==> src/rtl/aes_dec_stream_adapter_pkg.sv <==
// Shared types and constants for the AES decryption stream adapter.
// Block/word geometry and the adapter FSM state encoding.
package aes_pkg;

    localparam int AES_BLK_W  = 128;
    localparam int AES_WORD_W = 32;
    localparam int AES_WORDS  = 4;
    localparam int AES_CNT_W  = 2;

    typedef enum logic [2:0] {
        LOAD,
        START,
        WAIT_DONE,
        CAPTURE,
        DRAIN
    } aes_state_e;

endpackage

==> src/rtl/aes_dec_stream_adapter_if.sv <==
// Stream and core-side signal bundle of the AES decryption adapter.
// slave = adapter view, master = environment (source, sink, core).
interface aes_dec_stream_adapter_if;
    import aes_pkg::*;

    logic                  in_valid;
    logic [AES_WORD_W-1:0] in_data;
    logic                  in_ready;
    logic                  out_valid;
    logic [AES_WORD_W-1:0] out_data;
    logic                  out_ready;
    logic                  dec_enable;
    logic [AES_BLK_W-1:0]  dec_data;
    logic                  dec_done;
    logic [AES_BLK_W-1:0]  dec_result;
    logic                  busy;
    logic                  err_timeout;

    modport slave (
        input  in_valid, in_data, out_ready, dec_done, dec_result,
        output in_ready, out_valid, out_data, dec_enable, dec_data,
        output busy, err_timeout
    );

    modport master (
        output in_valid, in_data, out_ready, dec_done, dec_result,
        input  in_ready, out_valid, out_data, dec_enable, dec_data,
        input  busy, err_timeout
    );

endinterface

==> src/rtl/aes_dec_stream_adapter_word_shifter.sv <==
// 128-bit register with parallel load and 32-bit shift-left.
// A 2-bit word counter tracks shifts; last_o marks the 4th word.
module aes_word_shifter
    import aes_pkg::*;
(
    input  logic                  clk,
    input  logic                  n_rst,
    input  logic                  load_i,
    input  logic [AES_BLK_W-1:0]  load_data_i,
    input  logic                  shift_i,
    input  logic [AES_WORD_W-1:0] shift_data_i,
    output logic [AES_BLK_W-1:0]  data_o,
    output logic                  last_o
);

    logic [AES_BLK_W-1:0] data_q, data_d;
    logic [AES_CNT_W-1:0] cnt_q, cnt_d;

    // Load restarts the word count; a shift moves one word up.
    always_comb begin
        data_d = data_q;
        cnt_d  = cnt_q;
        if (load_i) begin
            data_d = load_data_i;
            cnt_d  = '0;
        end else if (shift_i) begin
            data_d = {data_q[AES_BLK_W-AES_WORD_W-1:0], shift_data_i};
            cnt_d  = cnt_q + 1'b1;
        end
    end

    // Buffer and counter registers.
    always_ff @(posedge clk or negedge n_rst) begin
        if (!n_rst) begin
            data_q <= '0;
            cnt_q  <= '0;
        end else begin
            data_q <= data_d;
            cnt_q  <= cnt_d;
        end
    end

    assign data_o = data_q;
    assign last_o = (cnt_q == AES_CNT_W'(AES_WORDS - 1));

endmodule

==> src/rtl/aes_dec_stream_adapter.sv <==
// Stream front/back end of the AES-128 decryption core.
// Gathers 4 ciphertext words, pulses the core, drains 4 plaintext words.
module aes_dec_stream_adapter
    import aes_pkg::*;
#(
    parameter int TIMEOUT_CYCLES = 64,
    parameter int TMO_W          = 7
) (
    input logic                     clk,
    input logic                     n_rst,
    aes_dec_stream_adapter_if.slave bus
);

    aes_state_e state_q, state_d;

    logic [TMO_W-1:0] tmo_q, tmo_d;
    logic             err_q, err_d;

    logic in_ready, out_valid, dec_enable, busy;
    logic in_acc, out_acc;
    logic in_last, out_last;
    logic tmo_hit, tmo_fire;
    logic out_load;

    logic [AES_BLK_W-1:0] in_buf, out_buf, out_load_data;
    logic                 unused_out_low;

    assign in_acc   = bus.in_valid & in_ready;
    assign out_acc  = out_valid & bus.out_ready;
    assign tmo_hit  = (tmo_q == TMO_W'(TIMEOUT_CYCLES - 1));
    assign tmo_fire = (state_q == WAIT_DONE) & ~bus.dec_done & tmo_hit;

    // A timeout loads zeros so the sink still sees a full block.
    assign out_load      = (state_q == CAPTURE) | tmo_fire;
    assign out_load_data = (state_q == CAPTURE) ? bus.dec_result : '0;

    aes_word_shifter u_in_shift (
        .clk          (clk),
        .n_rst        (n_rst),
        .load_i       (1'b0),
        .load_data_i  ('0),
        .shift_i      (in_acc),
        .shift_data_i (bus.in_data),
        .data_o       (in_buf),
        .last_o       (in_last)
    );

    aes_word_shifter u_out_shift (
        .clk          (clk),
        .n_rst        (n_rst),
        .load_i       (out_load),
        .load_data_i  (out_load_data),
        .shift_i      (out_acc),
        .shift_data_i ('0),
        .data_o       (out_buf),
        .last_o       (out_last)
    );

    assign unused_out_low = ^out_buf[AES_BLK_W-AES_WORD_W-1:0];

    // FSM state register.
    always_ff @(posedge clk or negedge n_rst) begin
        if (!n_rst) begin
            state_q <= LOAD;
        end else begin
            state_q <= state_d;
        end
    end

    // FSM next state; done beats a same-cycle timeout.
    always_comb begin
        state_d = state_q;
        unique case (state_q)
            LOAD: begin
                if (in_acc && in_last) state_d = START;
            end
            START: begin
                state_d = WAIT_DONE;
            end
            WAIT_DONE: begin
                if (bus.dec_done)  state_d = CAPTURE;
                else if (tmo_hit)  state_d = DRAIN;
            end
            CAPTURE: begin
                state_d = DRAIN;
            end
            DRAIN: begin
                if (out_acc && out_last) state_d = LOAD;
            end
            default: begin
                state_d = LOAD;
            end
        endcase
    end

    // FSM outputs, decoded purely from the state.
    always_comb begin
        in_ready   = 1'b0;
        out_valid  = 1'b0;
        dec_enable = 1'b0;
        busy       = 1'b1;
        unique case (state_q)
            LOAD: begin
                in_ready = 1'b1;
                busy     = 1'b0;
            end
            START:     dec_enable = 1'b1;
            WAIT_DONE: ;
            CAPTURE:   ;
            DRAIN:     out_valid = 1'b1;
            default: begin
                in_ready = 1'b1;
                busy     = 1'b0;
            end
        endcase
    end

    // Timeout counter and sticky error, cleared by the next block.
    always_comb begin
        tmo_d = tmo_q;
        err_d = err_q;
        if (state_q == START) begin
            tmo_d = '0;
        end else if (state_q == WAIT_DONE) begin
            tmo_d = tmo_q + TMO_W'(1);
        end
        if (tmo_fire) begin
            err_d = 1'b1;
        end else if (in_acc) begin
            err_d = 1'b0;
        end
    end

    // Timeout and error registers.
    always_ff @(posedge clk or negedge n_rst) begin
        if (!n_rst) begin
            tmo_q <= '0;
            err_q <= 1'b0;
        end else begin
            tmo_q <= tmo_d;
            err_q <= err_d;
        end
    end

    assign bus.in_ready    = in_ready;
    assign bus.out_valid   = out_valid;
    assign bus.out_data    = out_buf[AES_BLK_W-1 -: AES_WORD_W];
    assign bus.dec_enable  = dec_enable;
    assign bus.dec_data    = in_buf;
    assign bus.busy        = busy;
    assign bus.err_timeout = err_q;

endmodule
==> src/flat_wrapper.sv <==
// flat-port wrapper written by rule: the top's interface ports become plain ports
module aes_dec_stream_adapter_flat import aes_pkg::*;
#(
    parameter int TIMEOUT_CYCLES = 64,
    parameter int TMO_W          = 7
)
  (clk, n_rst, bus_in_valid, bus_in_data, bus_out_ready, bus_dec_done, bus_dec_result, bus_in_ready, bus_out_valid, bus_out_data, bus_dec_enable, bus_dec_data, bus_busy, bus_err_timeout);
  aes_dec_stream_adapter_if bus_i ();
  input logic clk;
  input logic n_rst;
  input wire logic [$bits(bus_i.in_valid)-1:0] bus_in_valid;
  input wire logic [$bits(bus_i.in_data)-1:0] bus_in_data;
  input wire logic [$bits(bus_i.out_ready)-1:0] bus_out_ready;
  input wire logic [$bits(bus_i.dec_done)-1:0] bus_dec_done;
  input wire logic [$bits(bus_i.dec_result)-1:0] bus_dec_result;
  output wire logic [$bits(bus_i.in_ready)-1:0] bus_in_ready;
  output wire logic [$bits(bus_i.out_valid)-1:0] bus_out_valid;
  output wire logic [$bits(bus_i.out_data)-1:0] bus_out_data;
  output wire logic [$bits(bus_i.dec_enable)-1:0] bus_dec_enable;
  output wire logic [$bits(bus_i.dec_data)-1:0] bus_dec_data;
  output wire logic [$bits(bus_i.busy)-1:0] bus_busy;
  output wire logic [$bits(bus_i.err_timeout)-1:0] bus_err_timeout;
  assign bus_i.in_valid = bus_in_valid;
  assign bus_i.in_data = bus_in_data;
  assign bus_i.out_ready = bus_out_ready;
  assign bus_i.dec_done = bus_dec_done;
  assign bus_i.dec_result = bus_dec_result;
  assign bus_in_ready = bus_i.in_ready;
  assign bus_out_valid = bus_i.out_valid;
  assign bus_out_data = bus_i.out_data;
  assign bus_dec_enable = bus_i.dec_enable;
  assign bus_dec_data = bus_i.dec_data;
  assign bus_busy = bus_i.busy;
  assign bus_err_timeout = bus_i.err_timeout;
  aes_dec_stream_adapter #(.TIMEOUT_CYCLES(TIMEOUT_CYCLES), .TMO_W(TMO_W)) u_core (.clk(clk), .n_rst(n_rst), .bus(bus_i));
endmodule
==> config.mk <==
export PLATFORM = sky130hd
export DESIGN_NAME = aes_dec_stream_adapter_flat
export DESIGN_NICKNAME = d
export VERILOG_FILES = /design/src/rtl/aes_dec_stream_adapter_pkg.sv /design/src/rtl/aes_dec_stream_adapter_if.sv /design/src/rtl/aes_dec_stream_adapter_word_shifter.sv /design/src/rtl/aes_dec_stream_adapter.sv /design/src/flat_wrapper.sv
export SDC_FILE = /design/constraint.sdc
export NUM_CORES = 1
export LEC_CHECK = 0
export ABC_AREA = 1
export BUFFER_PORTS_ARGS = -buffer_cell sky130_fd_sc_hd__buf_2
export CORE_MARGIN = 2
export CORE_UTILIZATION = 40
export CTS_BUF_LIST = sky130_fd_sc_hd__clkbuf_4 sky130_fd_sc_hd__clkbuf_8 sky130_fd_sc_hd__clkbuf_16
export CTS_CLUSTER_DIAMETER = 50
export DETAILED_ROUTE_END_ITERATION = 8
export SYNTH_ARGS = -nofsm -noshare
export SYNTH_HDL_FRONTEND = slang
export SYNTH_HIERARCHICAL = 1
export SYNTH_SLANG_ARGS = --single-unit
==> constraint.sdc <==
create_clock -name clk -period 2.7 [get_ports clk]
set_clock_uncertainty 0.05 [all_clocks]
set_input_delay 0.27 -clock clk [delete_from_list [all_inputs] [get_ports clk]]
set_output_delay 0.27 -clock clk [all_outputs]
set_load 0.05 [all_outputs]
Yosys cells after proc, flatten, opt, wreduce, memory -nomap -nowiden
Cells that the tools add are included.

Register bits after elaboration: 271. Latch bits: 0. Memory bits (writable): 0. ROM bits: 0. Memories kept: 0.

Add/subtract/negate cells: 3. Multipliers: 0. Divide/modulo/power cells: 0. Magnitude comparators: 0. Eq/ne operators: 10. Shift operators: 0. Multiplexer cells: 18. Bitwise operators: 6. Reductions and logical operators: 8.

Operators by type and width (count): 2-to-1 mux 128 bit (3); one-hot mux 3 bit (5 select lines) (1); 2-to-1 mux 7 bit (2); 2-to-1 mux 3 bit (4); adder 7 x 1 -> 7 bit, second input constant (1); == test 7 x 6 -> 1 bit, second input constant (1); == test 3 x 2 -> 1 bit, second input constant (2); 2-to-1 mux 1 bit (6); nonzero test 2 bit (3); adder 2 x 1 -> 2 bit, second input constant (2); bitwise AND 1 bit (4); == test 2 bit, second input constant (2); 2-to-1 mux 2 bit (2); != test 2 x 1 -> 1 bit, second input constant (2); OR reduction 4 bit (1); == test 3 x 1 -> 1 bit, second input constant (1); == test 3 bit, second input constant (1); logical NOT 3 bit (1); != test 3 x 2 -> 1 bit, second input constant (1); AND reduction 3 bit (1); logical AND 1 bit (2); NOT 1 bit (1); bitwise OR 1 bit (1).

Longest topological paths before layout
Word-level depth: 7. Depth in mapped cells: 10. Depth with buffers taken out: 8.

By module
The synthesis kept the hierarchy.

By module, submodules not included: aes_word_shifter (times used 2, cells an instance 708, area each 5848.1 µm², seq. area each 3253.1 µm²); aes_dec_stream_adapter (times used 1, cells an instance 366, area each 2471.1 µm², seq. area each 275.3 µm²).

Worst setup path before layout
No wires, ideal clock.

Path kind: reg2reg. Start point: reg u_core.tmo_q[0]. End point: reg u_core.u_out_shift.data_q[111] (netlist: u_core/u_out_shift/data_o[111]). Library setup time: 0.126 ns. Arrival time: 1.577 ns. Required time: 2.524 ns. Slack: 0.947 ns. Stages on the path, launching flop included: 11. Period minus slack after synthesis: 1.753 ns. Cell sequence: dfrtp_1 ha_1 nand2_1 nor2_1 nand3_1 nand2_1 inv_2 buf_2 buf_2 nand3_1 nand3_1.

Longest elaborated chain between the ends: 4.

RTL lines: from (decl) (RTL line aes_dec_stream_adapter.sv:16) `logic [TMO_W-1:0] tmo_q, tmo_d;`; from (signal assigned) (RTL line aes_dec_stream_adapter.sv:140) `tmo_q <= tmo_d;`; == test 7 x 6 -> 1 bit * (RTL line aes_dec_stream_adapter.sv:30) `assign tmo_hit = (tmo_q == TMO_W'(TIMEOUT_CYCLES - 1));`; bitwise AND 1 bit * (RTL line aes_dec_stream_adapter.sv:31) `assign tmo_fire = (state_q == WAIT_DONE) & ~bus.dec_done & tmo_hit;`; bitwise OR 1 bit * (RTL line aes_dec_stream_adapter.sv:34) `assign out_load = (state_q == CAPTURE) | tmo_fire;`; via u_core.out_load (RTL line aes_dec_stream_adapter.sv:23) `logic out_load;`; 2-to-1 mux 128 bit / nonzero test 2 bit (equally long branches); to (signal assigned) (RTL line aes_dec_stream_adapter_word_shifter.sv:38) `data_q <= data_d;`; to (decl) (RTL line aes_dec_stream_adapter_word_shifter.sv:16) `logic [AES_BLK_W-1:0] data_q, data_d;`.

The timed path passes the listed nets; every way through them passes the cells marked *. A chain may end at the register's enable or synchronous reset.

Worst setup path in the final report
Start point: reg u_core.tmo_q[0]. End point: reg u_core.u_out_shift.data_q[3] (netlist: u_core/u_out_shift/data_o[3]).

The elaborated chain is that of the path after synthesis.

==> Flow_metrics.wiki <==
{| class="wikitable"
! Metric !! Value
|-
| Leakage power figure || 9.40 nW
|-
| Detailed-routing iteration count for the pre-antenna-repair pass || 5
|-
| Cts bufs inserted || 38
|-
| Final routed wire length divided by cell count || 15.4 um
|-
| Post-detailed-routing wire length || 42100 um
|-
| Total global-route track usage || 22.8%
|-
| Final critical-path setup slack || 0.432 ns
|-
| Cell area after technology mapping || 14200 um2
|-
| Startpoint of the worst hold path || bus_dec_result[2]
|-
| Chip Height || 192 um
|-
| Part of the total power dissipated in the clock network || 27.1%
|-
| CP startpoint kind || flop
|-
| Critical path's largest stage delay || 0.42 ns
|-
| Placed Area || 16600 um2
|-
| Worst max-slew margin expressed relative to the limit || 43.0%
|-
| Power per unit of standard cell area || 1040 nW/um2
|-
| Pin count of the biggest net entering global routing || 131
|-
| FF+latch count, synth || 271
|-
| Setup_tns || 0 ns
|-
| Ys Warns || 6
|-
| Total internal power || 10.4 mW
|-
| Share of Yosys cell area claimed by the top area cell type || 47.9%
|-
| Number of standard cells after synthesis || 1782
|-
| Place WS || 0.457 ns
|-
| Crit Path Max Fanout || 75
|-
| Number of antenna violations at the first check in global routing || 9
|-
| Top post-synthesis cells by area || sky130_fd_sc_hd__dfrtp_1, sky130_fd_sc_hd__nand3_1, sky130_fd_sc_hd__nand2_1, sky130_fd_sc_hd__nor2_4, sky130_fd_sc_hd__inv_1
|-
| TritonCTS Sinks || 271
|-
| Remaining antenna violation count after routing || 0
|-
| Post-cts gate resize count || 0
|-
| Setup Viol. Count Final || 0
|-
| Reg-to-reg startpoint || u_core/tmo_q[0]
|-
| Portion of the post-synthesis area used by sequential elements || 47.9%
|-
| Remaining DRCs || 0
|-
| Number of top-level pins || 330
|-
| Via-per-instance ratio || 4.73
|-
| Worst hold-check path type || in -> reg
|-
| Site Rows || 68
|-
| Net switching power of the design || 8.65 mW
|-
| Switching share of power || 45.3%
|-
| Cell with the largest stage delay on the worst path || sky130_fd_sc_hd__dfrtp_1
|-
| Transition time of the tightest slew-check pin || 0.855 ns
|-
| Share of post-route cells with drive strength above 1 || 23.2%
|-
| Wire length of the first global-routing pass || 67000 um
|-
| Final Cell Area || 18300 um2
|-
| Clock transition at the registers of the reported paths || 0.05 ns
|-
| Final critical-path required period || 2.27 ns
|-
| Total number of vias || 12900
|-
| Source of the critical timing path || u_core/tmo_q[0]
|-
| Count of maximum capacitance violations || 0
|-
| Top cell family by delay on the critical path || simple AND/OR/NAND/NOR gates
|-
| Sort of element at the end of the critical path || flop
|-
| Total number of nets in the final design || 2409
|-
| Sum of buffers and inverters on the critical path || 2
|-
| Sequential share of power || 32.9%
|-
| H-tree depth || 2
|-
| Number of max-slew violations in the final report || 0
|-
| Maximum frequency from static timing analysis || 441 MHz
|-
| Cell variety after synth || 21
|-
| Max Buffers Root-to-Sink || 3
|-
| Placed wire-length estimate || 28200 um
|-
| DIE AREA || 36900 um2
|-
| Average cell area after synthesis || 7.95 um2
|-
| Number of buffers added on ports || 329
|-
| Die outline width || 192 um
|-
| Kind of critical path || reg -> reg
|-
| Clock insertion delay at the later pin of the skew report || 0.53 ns
|-
| Status || finished, final reports clean
|-
| Setup repair after global routing missed its margin || false
|-
| Worst ir drop on vdd || 0.677 mV
|-
| Area growth from synthesis to layout || 28.9%
|-
| Total core area || 34700 um2
|-
| Iteration-0 DRC Markers || 917
|-
| CTS tree || built
|-
| Cell taking the most area after synthesis || sky130_fd_sc_hd__dfrtp_1
|-
| Crit path arrival time || 2.61 ns
|-
| CTS Root Cell || sky130_fd_sc_hd__clkbuf_16
|-
| Vias in the first global route || 12300
|-
| Routability Congestion || 0.788
|-
| Leftover overflow at the end of global routing || 0
|-
| Portion of the clock cycle consumed by the worst path in the final layout || 84.0%
|-
| Final hold vios || 0
|-
| Data required time of the critical path || 3.04 ns
|-
| Share of power burned in combinational logic || 40.0%
|-
| Number of inserted filler cells in the final layout || 3394
|-
| Starting density of the core || 40.8%
|-
| Crit-path cells || ha_1, nand2_1, nor2_1, nand3_1, nand2_4, buf_12, nor2_4, buf_12, nand2_1, nand3_1
|}
## tightest hold or removal path, delay by kind of cell
family                 cells  cell delay, ns
and+or+nand+nor            3            0.16
buffers and inverters      2            0.14
## power by group through the flow
stage,combinational (mW),sequential [mW],clock (mW)
after floorplan,3.35,8.61,0
after global placement,7.50,6.31,0
after detailed placement,7.59,6.33,0
after CTS,7.64,6.28,5.29
after global routing,8.25,6.45,5.47
final,7.63,6.28,5.17
## area by class of cell
class	count	area (um2)	area share [%]
flip-flops and latches	271	6780	37.1
multi-input cells	1402	6710	36.7
repair buffers	384	2320	12.7
clock buffers	50	1100	6.00
well taps	455	569	3.12
inverters	144	546	2.99
clock inverters	17	229	1.25
diodes	5	12.5	0.0685
## cells in the mapped netlist
cell / n
sky130_fd_sc_hd__o21ai_0: 6
sky130_fd_sc_hd__clkbuf_1: 14
sky130_fd_sc_hd__nand3_1: 526
sky130_fd_sc_hd__o21ai_1: 2
sky130_fd_sc_hd__buf_6: 2
sky130_fd_sc_hd__nor2_1: 39
sky130_fd_sc_hd__nand4_1: 1
sky130_fd_sc_hd__o211ai_1: 1
sky130_fd_sc_hd__inv_1: 141
sky130_fd_sc_hd__dfrtp_1: 271
sky130_fd_sc_hd__buf_8: 9
sky130_fd_sc_hd__inv_2: 3
sky130_fd_sc_hd__a21oi_1: 1
sky130_fd_sc_hd__nor2_2: 12
sky130_fd_sc_hd__conb_1: 1
sky130_fd_sc_hd__nor2_4: 90
sky130_fd_sc_hd__buf_4: 22
sky130_fd_sc_hd__nand2_1: 556
sky130_fd_sc_hd__nand3_2: 1
sky130_fd_sc_hd__ha_1: 3
sky130_fd_sc_hd__buf_2: 81
## state kept, by name, indices dropped and copies added, names as in the netlist
| signal | count |
|---|---|
| u_core/state_q | 3 |
| u_core/tmo_q | 7 |
| u_core/u_in_shift/data_o | 128 |
| u_core/u_out_shift/data_o | 128 |
| u_core/u_out_shift/cnt_q | 2 |
| u_core/bus.err_timeout | 1 |
| u_core/u_in_shift/cnt_q | 2 |
## cells by family (layout without fill, tap and decap cells)
| kind of cell | count (synthesis) | after routing | share of synthesized area, % |
|---|---|---|---|
| flip-flops | 271 | 271 | 47.9 |
| AO/OA/AOI/OAI | 10 | 10 | 0.371 |
| AND/OR/NAND/NOR | 1225 | 1225 | 42.1 |
| other | 1 | 169 | 0.0265 |
| buffers and inverters | 272 | 595 | 9.33 |
| adder cells (fa/ha/maj) | 3 | 3 | 0.265 |
## cells in the final DEF, fill, tap and decap left out, types with 2 or more instances in the layout
cell type                         n
sky130_fd_sc_hd__clkinv_8         2
sky130_fd_sc_hd__dlygate4sd3_1   34
sky130_fd_sc_hd__clkbuf_4         5
sky130_fd_sc_hd__o21ai_1          2
sky130_fd_sc_hd__inv_2            2
sky130_fd_sc_hd__conb_1         164
sky130_fd_sc_hd__nor2_4          93
sky130_fd_sc_hd__nand2_1        555
sky130_fd_sc_hd__bufinv_16        4
sky130_fd_sc_hd__nand3_1        526
sky130_fd_sc_hd__o21ai_0          6
sky130_fd_sc_hd__diode_2          5
sky130_fd_sc_hd__clkinvlp_4       4
sky130_fd_sc_hd__buf_4            8
sky130_fd_sc_hd__dfrtp_1        271
sky130_fd_sc_hd__buf_12          13
sky130_fd_sc_hd__inv_6            2
sky130_fd_sc_hd__ha_1             3
sky130_fd_sc_hd__clkbuf_8         6
sky130_fd_sc_hd__nor2_1          38
sky130_fd_sc_hd__buf_2          328
sky130_fd_sc_hd__nor2_2          10
sky130_fd_sc_hd__inv_4            2
sky130_fd_sc_hd__clkbuf_16       39
sky130_fd_sc_hd__clkinv_2         4
sky130_fd_sc_hd__inv_1          140
## layer usage
layer | global-route usage [%] | vias to the layer above | wire length [um]
met1 | 32.1 | 6033 | 19000
met2 | 33.9 | 343 | 18800
met5 | 0 | - | 51
met4 | 7.63 | 8 | 1220
met3 | 6.12 | 73 | 3060
li1 | - | 6460 | -
## path summary, 6_finish.rpt
| path | to | slack (ns) | cells past startpoint |
|---|---|---|---|
| setup / recovery | u_core/u_out_shift/data_o[3] | 0.43 | 10 |
| max in group asynchronous | u_core/u_in_shift/data_o[17] | 1.45 | 4 |
| hold / removal | u_core/u_out_shift/data_o[2] | 0.03 | 5 |
| setup reg to reg | u_core/u_out_shift/data_o[3] | 0.43 | 10 |
| min in group asynchronous | u_core/u_in_shift/data_o[125] | 0.29 | 2 |
| hold reg to reg | u_core/u_out_shift/data_o[105] | 0.42 | 2 |
## per-stage QoR
step | std cells | total power [mW] | hold slack, ns | util [%]
after floorplan | 1945 | 12.0 | -0.0756 | -
after global placement | 2622 | 13.8 | 0.272 | 47.8
after detailed placement | 2622 | 13.9 | 0.265 | 47.8
after CTS | 2722 | 19.2 | 0.00703 | 52.5
after global routing | 2726 | 20.2 | 0.0378 | 52.6
final | 2728 | 19.1 | 0.0350 | 52.6
## timing repair
action / 4_1_cts / 5_1_grt
setup buffers: 0 / 0
endpoints found under the hold margin: 103 / 1
setup endpoints to repair: 0 / 0
hold buffers: 33 / 1
Power figures use the tool's default switching activity.
